==> src/rtl/uart_tx_fifo_if.sv <==
// Slave bus of the UART TX peripheral: valid/instr/addr/wdata/wstrb request in,
// registered rdata/ready response out one cycle after each valid.
interface uart_tx_fifo_if;
    logic        uart_valid;
    logic        uart_instr;
    logic [31:0] uart_addr;
    logic [31:0] uart_wdata;
    logic [3:0]  uart_wstrb;
    logic [31:0] uart_rdata;
    logic        uart_ready;

    modport master (
        output uart_valid, uart_instr, uart_addr, uart_wdata, uart_wstrb,
        input  uart_rdata, uart_ready
    );

    modport slave (
        input  uart_valid, uart_instr, uart_addr, uart_wdata, uart_wstrb,
        output uart_rdata, uart_ready
    );
endinterface

==> src/rtl/uart_tx_fifo.sv <==
// Memory-mapped UART transmitter: byte FIFO feeding an 8N1 serialiser.
// Define UART_TX_PARITY_EN to add an even-parity bit (8E1 frames).
module uart_tx_fifo #(
    parameter int DEPTH     = 16,
    parameter int DIV_RESET = 868
) (
    input  logic          clock,
    input  logic          reset,
    uart_tx_fifo_if.slave bus,
    output logic          uart_tx,
    output logic          uart_irq,
    output logic [2:0]    dbg_state
);
    // Handshake: every cycle with uart_valid=1 is answered by uart_ready=1 on
    // the next cycle with uart_rdata registered alongside; rdata is 0 otherwise.
    localparam int AW = $clog2(DEPTH);
    localparam logic [AW:0] PTR_ONE = {{AW{1'b0}}, 1'b1};
`ifdef UART_TX_PARITY_EN
    localparam logic PAR_BIT = 1'b1;
`else
    localparam logic PAR_BIT = 1'b0;
`endif

    typedef enum logic [2:0] {
        S_IDLE  = 3'd0,
        S_START = 3'd1,
        S_DATA  = 3'd2,
        S_STOP  = 3'd3
`ifdef UART_TX_PARITY_EN
        , S_PARITY = 3'd4
`endif
    } state_e;

    state_e      state_q, state_d;
    logic [AW:0] wr_ptr_q, wr_ptr_d, rd_ptr_q, rd_ptr_d;
    logic [7:0]  mem_q [DEPTH];
    logic [7:0]  shift_q, shift_d;
    logic [2:0]  bit_q, bit_d;
    logic [15:0] baud_q, baud_d;
    logic [15:0] fdiv_q, fdiv_d;
    logic [15:0] div_q, div_d;
    logic        ovf_q, ovf_d;
    logic        tx_q, tx_d;
    logic        irq_q, irq_d;
    logic        ready_q, ready_d;
    logic [31:0] rdata_q, rdata_d;
`ifdef UART_TX_PARITY_EN
    logic        par_q, par_d;
`endif

    logic [1:0]  sel;
    logic        is_write, push, full, empty, busy, pop, tick, start_frame;
    logic [AW:0] count;
    logic [8:0]  count9;
    logic [7:0]  count_disp;
    logic [7:0]  head;
    logic [15:0] div_new;
    logic [31:0] status;
    logic        unused_ok;

    assign sel      = bus.uart_addr[3:2];
    assign is_write = bus.uart_valid && (bus.uart_wstrb != 4'b0000);
    assign push     = bus.uart_valid && bus.uart_wstrb[0] && (sel == 2'd0);
    assign empty    = (wr_ptr_q == rd_ptr_q);
    assign full     = (wr_ptr_q[AW] != rd_ptr_q[AW]) &&
                      (wr_ptr_q[AW-1:0] == rd_ptr_q[AW-1:0]);
    assign busy     = (state_q != S_IDLE);
    assign tick     = (baud_q == 16'd0);
    assign head     = mem_q[rd_ptr_q[AW-1:0]];
    assign count    = wr_ptr_q - rd_ptr_q;
    assign count9   = 9'(count);
    assign count_disp = count9[8] ? 8'hFF : count9[7:0];
    assign status   = {16'h0000, count_disp, 3'b000, PAR_BIT, ovf_q, busy, empty, full};
    assign unused_ok = ^{bus.uart_instr, bus.uart_addr[31:4], bus.uart_addr[1:0],
                         bus.uart_wdata[31:16]};

    // Register side: FIFO push, overflow, divisor and the read response.
    always_comb begin
        wr_ptr_d = wr_ptr_q;
        ovf_d    = ovf_q;
        div_new  = div_q;
        div_d    = div_q;
        ready_d  = bus.uart_valid;
        rdata_d  = 32'h0;
        if (push) begin
            if (full) ovf_d = 1'b1;
            else      wr_ptr_d = wr_ptr_q + PTR_ONE;
        end
        if (is_write && (sel == 2'd1) && bus.uart_wstrb[0] && bus.uart_wdata[3]) begin
            ovf_d = 1'b0;
        end
        if (bus.uart_wstrb[0]) div_new[7:0]  = bus.uart_wdata[7:0];
        if (bus.uart_wstrb[1]) div_new[15:8] = bus.uart_wdata[15:8];
        if (is_write && (sel == 2'd2)) begin
            div_d = (div_new < 16'd2) ? 16'd2 : div_new;
        end
        if (bus.uart_valid) begin
            case (sel)
                2'd1:    rdata_d = status;
                2'd2:    rdata_d = {16'h0000, div_q};
                default: rdata_d = 32'h0;
            endcase
        end
    end

    // Serialiser. The divisor is latched into fdiv at frame start so mid-frame
    // divisor writes only affect the following frame.
    always_comb begin
        state_d     = state_q;
        shift_d     = shift_q;
        bit_d       = bit_q;
        baud_d      = baud_q;
        fdiv_d      = fdiv_q;
        rd_ptr_d    = rd_ptr_q;
        pop         = 1'b0;
        start_frame = 1'b0;
`ifdef UART_TX_PARITY_EN
        par_d       = par_q;
`endif
        case (state_q)
            S_IDLE: start_frame = !empty;
            S_START: begin
                if (tick) begin
                    baud_d  = fdiv_q - 16'd1;
                    state_d = S_DATA;
                end else begin
                    baud_d = baud_q - 16'd1;
                end
            end
            S_DATA: begin
                if (tick) begin
                    baud_d = fdiv_q - 16'd1;
                    if (bit_q == 3'd7) begin
`ifdef UART_TX_PARITY_EN
                        state_d = S_PARITY;
`else
                        state_d = S_STOP;
`endif
                    end else begin
                        bit_d   = bit_q + 3'd1;
                        shift_d = {1'b0, shift_q[7:1]};
                    end
                end else begin
                    baud_d = baud_q - 16'd1;
                end
            end
`ifdef UART_TX_PARITY_EN
            S_PARITY: begin
                if (tick) begin
                    baud_d  = fdiv_q - 16'd1;
                    state_d = S_STOP;
                end else begin
                    baud_d = baud_q - 16'd1;
                end
            end
`endif
            S_STOP: begin
                if (tick) begin
                    state_d     = S_IDLE;
                    start_frame = !empty;
                end else begin
                    baud_d = baud_q - 16'd1;
                end
            end
            default: state_d = S_IDLE;
        endcase
        // A frame may begin straight out of STOP, so back-to-back bytes have no gap.
        if (start_frame) begin
            pop      = 1'b1;
            rd_ptr_d = rd_ptr_q + PTR_ONE;
            shift_d  = head;
            bit_d    = 3'd0;
            baud_d   = div_q - 16'd1;
            fdiv_d   = div_q;
            state_d  = S_START;
`ifdef UART_TX_PARITY_EN
            par_d    = ^head;
`endif
        end
    end

    always_comb begin
        tx_d = 1'b1;
        case (state_d)
            S_START: tx_d = 1'b0;
            S_DATA:  tx_d = shift_d[0];
`ifdef UART_TX_PARITY_EN
            S_PARITY: tx_d = par_d;
`endif
            default: tx_d = 1'b1;
        endcase
        irq_d = empty && !busy;
    end

    always_ff @(posedge clock) begin
        if (push && !full) mem_q[wr_ptr_q[AW-1:0]] <= bus.uart_wdata[7:0];
    end

    always_ff @(posedge clock or posedge reset) begin
        if (reset) begin
            state_q  <= S_IDLE;
            wr_ptr_q <= '0;
            rd_ptr_q <= '0;
            shift_q  <= 8'h00;
            bit_q    <= 3'd0;
            baud_q   <= 16'd0;
            fdiv_q   <= 16'(DIV_RESET);
            div_q    <= 16'(DIV_RESET);
            ovf_q    <= 1'b0;
            tx_q     <= 1'b1;
            irq_q    <= 1'b1;
            ready_q  <= 1'b0;
            rdata_q  <= 32'h0;
`ifdef UART_TX_PARITY_EN
            par_q    <= 1'b0;
`endif
        end else begin
            state_q  <= state_d;
            wr_ptr_q <= wr_ptr_d;
            rd_ptr_q <= rd_ptr_d;
            shift_q  <= shift_d;
            bit_q    <= bit_d;
            baud_q   <= baud_d;
            fdiv_q   <= fdiv_d;
            div_q    <= div_d;
            ovf_q    <= ovf_d;
            tx_q     <= tx_d;
            irq_q    <= irq_d;
            ready_q  <= ready_d;
            rdata_q  <= rdata_d;
`ifdef UART_TX_PARITY_EN
            par_q    <= par_d;
`endif
        end
    end

    assign bus.uart_ready = ready_q;
    assign bus.uart_rdata = rdata_q;
    assign uart_tx        = tx_q;
    assign uart_irq       = irq_q;
    assign dbg_state      = state_q;
endmodule

==> src/flat_wrapper.sv <==
// flat-port wrapper written by rule: the top's interface ports become plain ports
module uart_tx_fifo_flat 
#(
    parameter int DEPTH     = 16,
    parameter int DIV_RESET = 868
)
  (clock, reset, uart_tx, uart_irq, dbg_state, bus_uart_valid, bus_uart_instr, bus_uart_addr, bus_uart_wdata, bus_uart_wstrb, bus_uart_rdata, bus_uart_ready);
  uart_tx_fifo_if bus_i ();
  input  logic clock;
  input  logic reset;
  output logic uart_tx;
  output logic uart_irq;
  output logic [2:0] dbg_state;
  input wire logic [$bits(bus_i.uart_valid)-1:0] bus_uart_valid;
  input wire logic [$bits(bus_i.uart_instr)-1:0] bus_uart_instr;
  input wire logic [$bits(bus_i.uart_addr)-1:0] bus_uart_addr;
  input wire logic [$bits(bus_i.uart_wdata)-1:0] bus_uart_wdata;
  input wire logic [$bits(bus_i.uart_wstrb)-1:0] bus_uart_wstrb;
  output wire logic [$bits(bus_i.uart_rdata)-1:0] bus_uart_rdata;
  output wire logic [$bits(bus_i.uart_ready)-1:0] bus_uart_ready;
  assign bus_i.uart_valid = bus_uart_valid;
  assign bus_i.uart_instr = bus_uart_instr;
  assign bus_i.uart_addr = bus_uart_addr;
  assign bus_i.uart_wdata = bus_uart_wdata;
  assign bus_i.uart_wstrb = bus_uart_wstrb;
  assign bus_uart_rdata = bus_i.uart_rdata;
  assign bus_uart_ready = bus_i.uart_ready;
  uart_tx_fifo #(.DEPTH(DEPTH), .DIV_RESET(DIV_RESET)) u_core (.clock(clock), .reset(reset), .bus(bus_i), .uart_tx(uart_tx), .uart_irq(uart_irq), .dbg_state(dbg_state));
endmodule
==> config.mk <==
export PLATFORM = sky130hd
export DESIGN_NAME = uart_tx_fifo_flat
export DESIGN_NICKNAME = d
export VERILOG_FILES = /design/src/rtl/uart_tx_fifo_if.sv /design/src/rtl/uart_tx_fifo.sv /design/src/flat_wrapper.sv
export SDC_FILE = /design/constraint.sdc
export NUM_CORES = 1
export LEC_CHECK = 0
export BUFFER_PORTS_ARGS = -buffer_cell sky130_fd_sc_hd__buf_2
export CORE_AREA = 2 2 165 167
export CTS_BUF_LIST = sky130_fd_sc_hd__clkbuf_8 sky130_fd_sc_hd__clkbuf_16
export DETAILED_ROUTE_END_ITERATION = 10
export DIE_AREA = 0 0 167 169
export GPL_TIMING_DRIVEN = 0
export HOLD_SLACK_MARGIN = 0.08
export SETUP_SLACK_MARGIN = 0.15
export SYNTH_ARGS = -nofsm -noshare
export SYNTH_HDL_FRONTEND = slang
export SYNTH_SLANG_ARGS = --single-unit
==> constraint.sdc <==
create_clock -name clock -period 3.2 [get_ports clock]
set_input_delay 0.48 -clock clock [delete_from_list [all_inputs] [get_ports clock]]
set_output_delay 0.48 -clock clock [all_outputs]
set_load 0.01 [all_outputs]
==> impl_metrics.py, run 1 <==
metrics = {
    "detailed_routing": {
        "post_drt_via_cell_ratio": 5.24,
        "detail_route.drc_violations": 0,
        "routed_wire_length_per_instance_um": 19.5,
        "drt.antenna.violating_nets": 0,
        "routed_via_count": 6316,
        "initial_drt_markers": 538,
        "drt-pass1-iter-count": 5,
        "wl_mm": 23.5,
    },
    "placement": {
        "gp_routability_congestion": 0.841,
        "place_worst_setup_slack_ns": -0.684,
        "port_buffers": 45,
        "place_inst": 1160,
        "hpwlAfterDp_mm": 16.7,
        "postPlaceCellArea_um2": 10900,
    },
    "setup_path": {
        "worst_setup_path_start_kind": "register",
        "reg2reg_setup_slack_ns": 0.25,
        "worst-path-max-fanout": 10,
        "setup.worst_path.end_class": "register",
        "cpLargestDelayFamily": "buffers and inverters",
        "path_buf_inv": 5,
        "path_cells": "clkbuf_2 -> clkbuf_4 -> inv_1 -> ha_1 -> nand4_1 -> buf_4 -> nor2_4 -> nor2_2 -> nor2_2 -> buf_2 -> a221o_1",
        "critical-path-slowest-cell": "sky130_fd_sc_hd__a221o_1",
        "path_common_cell": "sky130_fd_sc_hd__nor2_2",
        "crit_cells": 11,
        "rr_startpoint": "u_core.rd_ptr_q[1]",
        "setup.worst_path.class": "reg -> reg",
        "reg2reg_depth": 11,
        "max_stage_delay_ns": 0.36,
        "timing.rr.end": "u_core.baud_q[5]",
        "critical_path_required_ns": 3.59,
        "cp.arrival_ns": 3.35,
    },
    "power_and_ir_drop": {
        "power-per-cell-area_nw_per_um2": 812,
        "leakagePower_nw": 4.57,
        "vdd_drop_max_mv": 0.582,
        "finalPower_mw": 9.52,
    },
    "floorplanning": {
        "io_pins": 110,
        "fp.dieH_um": 169,
        "floorplan.rows": 60,
        "die-area_um2": 28200,
        "core_um2": 26500,
        "die-width_um": 167,
        "floorplan.initialDensity_pct": 38.3,
    },
    "logic_synthesis": {
        "synth_cells": 757,
        "yosys_warnings": 0,
        "yosys_most_used_dff": "sky130_fd_sc_hd__edfxtp_1",
        "synth_largest_area_cell": "sky130_fd_sc_hd__edfxtp_1",
        "ys_async_sr_fraction_pct": 41.8,
        "number_of_enable_type_register_cells_in_the_synthesized_netlist": 128,
        "synthDistinctLibCells": 67,
        "mappedNetlistArea_um2": 10200,
        "share_of_the_synthesized_area_in_the_top_cell_type_pct": 37.9,
        "synth_area_leaders": "sky130_fd_sc_hd__edfxtp_1 38%, sky130_fd_sc_hd__dfrtp_1 20%, sky130_fd_sc_hd__mux4_2 8.7%, sky130_fd_sc_hd__nand2_1 3.5%, sky130_fd_sc_hd__dfstp_2 3.1%",
        "post-synth-top-count-cell": "sky130_fd_sc_hd__edfxtp_1",
        "ys_seq_elements": 220,
        "synth.yosys.seq_area_share_pct": 60.7,
        "ys_top_cells_by_count": "128 x sky130_fd_sc_hd__edfxtp_1, 94 x sky130_fd_sc_hd__nand2_1, 80 x sky130_fd_sc_hd__dfrtp_1, 44 x sky130_fd_sc_hd__nor2_1, 39 x sky130_fd_sc_hd__mux4_2",
        "syn-mean-instance-area_um2": 13.4,
    },
    "worst_hold_path": {
        "min_path_cells": 1,
        "timing.hold.worst_endpoint": "u_core.bus.uart_ready",
        "min-delay-start": "bus_uart_valid",
        "worst_min_path_class": "in -> reg",
    },
    "timing": {
        "final-setup-viol-count": 0,
        "setup_total_negative_slack_ns": 0,
        "final_critical_path_time_including_i_o_delays_and_setup_ns": 2.95,
        "period_share_pct": 92.3,
        "timing.clock.skew_ns": 0.0272,
        "maxSlewViolCount": 0,
        "finalHoldViolations": 0,
        "slew-limit-headroom_pct": 55.1,
        "hold_slack_ns": 0.127,
        "grt_setup_unrepaired": "no",
        "max_clock_freq_mhz": 339,
        "max_slew.worst_pin.slew_ns": 0.673,
        "postLayoutSetupSlackWorst_ns": 0.247,
    },
    "global_route": {
        "maximum_number_of_pins_on_one_net_before_global_route_repair": 68,
        "grt_pass1_wl_mm": 37.1,
        "grt_pass1_vias": 6399,
        "grt_overflow": 0,
        "track_usage_pct": 16.8,
        "grt_antenna_before_repair": 0,
    },
    "final_layout": {
        "finish.net_count": 939,
        "fin_util_pct": 44.2,
        "fin_cells": 1205,
        "areaGrowthSynthToFinish_pct": 15.4,
        "postLayoutCellArea_um2": 11700,
        "fillerInstances": 2401,
        "post_route_cells_drive_above_1_share_pct": 25.3,
        "insertedDiodeCount": 0,
    },
    "clocking": {
        "cts_sinks": 220,
        "cts_inserted_buffers": 24,
        "ctsRootBufferMaster": "sky130_fd_sc_hd__clkbuf_16",
        "clkSlewWorstSetupHoldPaths_ns": 0.06,
        "tritoncts": "done",
        "clockBufferDepth": 3,
        "insertion_delay_ns": 0.53,
        "h-tree-depth": 1,
    },
    "job": {
        "drv_cap": 0,
    },
    "run_status": {
        "run_status": "complete, no violations",
    },
}
## report_power, final
part           switching [mW]  leakage (nW)  total [mW]  internal (mW)
clock network            1.10         0.388        2.56           1.47
logic                    1.73          1.89        3.09           1.36
registers               0.426          2.29        3.86           3.44
total                    3.25          4.57        9.52           6.27
## cell type report
cell class,count,area (um2),area share (%)
buffer,50,312,2.66
timing repair buffer,50,285,2.43
clock inverter,16,120,1.03
multi-input combinational,485,3730,31.8
sequential,220,6160,52.6
tap,341,427,3.64
inverter,18,70.1,0.598
clock buffer,25,614,5.24
## cells in the final DEF (no fill, tap or decap), types with 21 or more instances in the layout
cell type                   Yosys  layout
sky130_fd_sc_hd__nor2_1        44      40
sky130_fd_sc_hd__clkbuf_16      0      24
sky130_fd_sc_hd__buf_2          9      53
sky130_fd_sc_hd__inv_1         17      24
sky130_fd_sc_hd__nand2_1       94      94
sky130_fd_sc_hd__xnor2_1       24      24
sky130_fd_sc_hd__xor2_1        23      23
sky130_fd_sc_hd__edfxtp_1     128     128
sky130_fd_sc_hd__a21oi_1       27      27
sky130_fd_sc_hd__mux4_2        39      39
sky130_fd_sc_hd__buf_4         18      21
sky130_fd_sc_hd__dfrtp_1       80      80
## cell families (layout without fill, tap and decap cells)
| group | count (synthesis) | count (layout) | synth area share, % |
|---|---|---|---|
| flops | 220 | 220 | 60.7 |
| other cells | 1 | 17 | 0.0369 |
| fa+ha+maj | 18 | 18 | 2.29 |
| buf+inv | 68 | 159 | 3.64 |
| simple gates | 247 | 247 | 12.2 |
| compound gates | 97 | 97 | 6.30 |
| mux | 59 | 59 | 10.8 |
| xor+xnor | 47 | 47 | 4.05 |
## layer usage
metal	up-vias	track usage (%)	part of all wire, %
met1	3164	23.0	44
li1	2956	-	-
met4	0	4.46	2.4
met3	37	2.62	4.8
met2	159	28.0	48
met5	-	0	0
## how the worst max path moves through the flow
stage                             from             endpoint  slack [ns]
floorplan                        reset     u_core.baud_q[0]        0.35
global placement                 reset   u_core.wr_ptr_q[0]       -0.88
detailed placement  u_core.rd_ptr_q[1]  u_core.mem_q[13][2]       -0.68
CTS                 u_core.rd_ptr_q[1]    u_core.baud_q[15]        0.16
global route        u_core.rd_ptr_q[1]   u_core.rd_ptr_q[4]        0.13
finish              u_core.rd_ptr_q[1]     u_core.baud_q[5]        0.25
## repair_timing
item / in CTS / in global routing
endpoints found under the hold margin: 23 / 0
setup endpoints to repair: 181 / 135
pin swaps: 1 / 1
hold buffers: 1 / 0
buffers inserted: 2 / 1
resized for setup: 24 / 6
## registers in the layout, indices dropped and copies added (netlist names)
| register | flops |
|---|---|
| u_core.uart_irq | 1 |
| u_core.wr_ptr_q | 5 |
| u_core.dbg_state | 3 |
| u_core.fdiv_q | 16 |
| u_core.bus.uart_rdata | 16 |
| u_core.ovf_q | 1 |
| u_core.shift_q | 8 |
| u_core.uart_tx | 1 |
| u_core.rd_ptr_q | 5 |
| u_core.bus.uart_ready | 1 |
| u_core.bit_q | 3 |
| u_core.mem_q | 128 |
| u_core.baud_q | 16 |
| u_core.div_q | 16 |
Power figures use the tool's default switching activity.
==> run 2, diff against run 1 <==
--- a/config.mk
+++ b/config.mk
@@ -5,7 +5,7 @@
 export SDC_FILE = /design/constraint.sdc
 export NUM_CORES = 1
 export LEC_CHECK = 0
-export BUFFER_PORTS_ARGS = -buffer_cell sky130_fd_sc_hd__buf_2
+export BUFFER_PORTS_ARGS = -buffer_cell sky130_fd_sc_hd__buf_4
 export CORE_AREA = 2 2 165 167
 export CTS_BUF_LIST = sky130_fd_sc_hd__clkbuf_8 sky130_fd_sc_hd__clkbuf_16
 export DETAILED_ROUTE_END_ITERATION = 10
==> impl_metrics.py, run 2 (synthesis results as in run 1) <==
metrics = {
    "setup_path": {
        "path_common_cell": "sky130_fd_sc_hd__nor2_2",
        "critical_path_required_ns": 3.60,
        "cp.arrival_ns": 3.31,
        "reg2reg_depth": 11,
        "reg2reg_setup_slack_ns": 0.29,
        "worst_setup_path_startpoint": "u_core.rd_ptr_q[1]",
        "critical-path-slowest-cell": "sky130_fd_sc_hd__a221o_1",
        "crit_end": "u_core.baud_q[5]",
        "path_cells": "clkbuf_2 -> clkbuf_4 -> inv_1 -> ha_1 -> nand4_1 -> buf_4 -> nor2_2 -> nor2_2 -> nor2_2 -> buf_2 -> a221o_1",
        "max_stage_delay_ns": 0.36,
        "rr_startpoint": "u_core.rd_ptr_q[1]",
        "cpLargestDelayFamily": "buffers and inverters",
        "timing.rr.end": "u_core.baud_q[5]",
        "crit_cells": 11,
        "path_buf_inv": 5,
        "setup.worst_path.end_class": "register",
        "setup.worst_path.class": "reg -> reg",
        "worst_setup_path_start_kind": "register",
        "worst-path-max-fanout": 10,
    },
    "detailed_routing": {
        "routed_wire_length_per_instance_um": 19.7,
        "detail_route.drc_violations": 0,
        "drt-pass1-iter-count": 5,
        "initial_drt_markers": 523,
        "routed_via_count": 6259,
        "post_drt_via_cell_ratio": 5.20,
        "drt.antenna.violating_nets": 0,
        "wl_mm": 23.7,
    },
    "floorplanning": {
        "floorplan.initialDensity_pct": 38.3,
        "die-area_um2": 28200,
        "core_um2": 26500,
        "io_pins": 110,
        "floorplan.rows": 60,
        "die-width_um": 167,
        "fp.dieH_um": 169,
    },
    "power_and_ir_drop": {
        "power-per-cell-area_nw_per_um2": 808,
        "power.switching_mw": 3.24,
        "sw_frac_of_total_pct": 34.0,
        "internal_mw": 6.30,
        "vdd_drop_max_mv": 0.544,
        "power.share.combinational_pct": 32.7,
        "seq_power_share_pct": 40.4,
        "leakagePower_nw": 4.58,
        "pwr-share-clk_pct": 26.9,
        "finalPower_mw": 9.54,
    },
    "run_status": {
        "run_status": "complete, no violations",
    },
    "timing": {
        "slew-limit-headroom_pct": 55.6,
        "final_critical_path_time_including_i_o_delays_and_setup_ns": 2.91,
        "final-setup-viol-count": 0,
        "grt_setup_unrepaired": "no",
        "finalHoldViolations": 0,
        "period_share_pct": 90.9,
        "timing.clock.skew_ns": 0.0135,
        "postLayoutSetupSlackWorst_ns": 0.290,
        "max_clock_freq_mhz": 344,
        "setup_total_negative_slack_ns": 0,
        "max_slew.worst_pin.slew_ns": 0.666,
        "maxSlewViolCount": 0,
    },
    "final_layout": {
        "fin_cells": 1204,
        "fillerInstances": 2434,
        "final_common_cell": "sky130_fd_sc_hd__edfxtp_1",
        "insertedDiodeCount": 0,
        "final_cell_mix": "128 x sky130_fd_sc_hd__edfxtp_1, 94 x sky130_fd_sc_hd__nand2_1, 80 x sky130_fd_sc_hd__dfrtp_1",
        "largest_register_ff_count": 128,
        "fin_util_pct": 44.6,
        "post_route_cells_drive_above_1_share_pct": 24.9,
        "finish.net_count": 938,
        "areaGrowthSynthToFinish_pct": 16.3,
    },
    "clocking": {
        "clkSlewWorstSetupHoldPaths_ns": 0.06,
        "cts_sinks": 220,
        "insertion_delay_ns": 0.53,
        "tritoncts": "done",
        "clockBufferDepth": 3,
        "ctsRootBufferMaster": "sky130_fd_sc_hd__clkbuf_16",
        "h-tree-depth": 1,
        "cts_inserted_buffers": 23,
    },
    "placement": {
        "place_inst": 1160,
        "port_buffers": 45,
        "gp_routability_congestion": 0.833,
        "hpwlAfterDp_mm": 16.8,
        "place_worst_setup_slack_ns": -0.636,
    },
    "worst_hold_path": {
        "worst_min_path_class": "in -> reg",
    },
    "global_route": {
        "grt_overflow": 0,
        "maximum_number_of_pins_on_one_net_before_global_route_repair": 63,
        "track_usage_pct": 16.7,
        "grt_pass1_wl_mm": 36.5,
        "grt_pass1_vias": 6185,
        "grt_antenna_before_repair": 0,
    },
    "job": {
        "drv_cap": 0,
    },
}
[run 2: layout make-up]
type | instances | area (um2) | share of cell area (%)
plain buffers | 50 | 308 | 2.61
repair buffers | 50 | 410 | 3.48
flip-flops and latches | 220 | 6160 | 52.2
clock inverters | 17 | 136 | 1.16
multi-input cells | 485 | 3720 | 31.5
clock buffers | 23 | 576 | 4.87
well taps | 341 | 427 | 3.61
inverters | 18 | 70.1 | 0.593
[run 2: worst min-delay path by stage]
| stage | from | endpoint | slack [ns] | cells past startpoint |
|---|---|---|---|---|
| 3_5_place_dp | u_core.shift_q[1] | u_core.shift_q[1] | 0.46 | 2 |
| 6_report | bus_uart_valid | u_core.bus.uart_ready | 0.11 | 1 |
| 5_1_grt | bus_uart_valid | u_core.bus.uart_ready | 0.1 | 1 |
| 3_3_place_gp | u_core.shift_q[2] | u_core.shift_q[2] | 0.45 | 2 |
| 4_1_cts | bus_uart_valid | u_core.bus.uart_ready | 0.09 | 1 |
| 2_1_floorplan | u_core.shift_q[1] | u_core.shift_q[1] | 0.44 | 2 |
[run 2: worst reg2reg max path: cells and delay by family, from the launching register on]
family	cells	cell delay [ns]
buffers and inverters	5	1.04
AOI/OAI and AO/OA	1	0.36
and+or+nand+nor	4	0.70
adders and majority gates	1	0.33
DFF	1	0.35
[run 2: metal layers]
metal	vias up	GRT usage [%]	wire length [um]
met5	-	0	0
li1	2960	-	-
met3	35	2.34	937
met4	0	3.90	450
met1	3122	23.1	10700
met2	142	28.2	11700
[run 2: power by group through the flow]
stage,clock [mW],combinational [mW],sequential (mW)
finish,2.56,3.12,3.86
global route,2.74,3.41,3.92
CTS,2.62,3.09,3.85
detailed placement,0,3.06,3.90
global placement,0,3.03,3.90
floorplan,0,2.22,3.81
[run 2: what timing repair did]
item                                    CTS  global route
pin swaps                                 1             1
buffers inserted                          0             3
hold buffers                              1             0
hold endpoints to repair                 25             0
endpoints found under the setup margin  181           146
gates resized for setup                  22             6
[run 2: through the flow]
stage                     hold WS, ns  area (um2)
after floorplan                 0.438       10200
after global routing           0.0993       11800
after detailed placement        0.461       11000
final                           0.111       11800
after global placement          0.454       11000
after CTS                      0.0935       11800
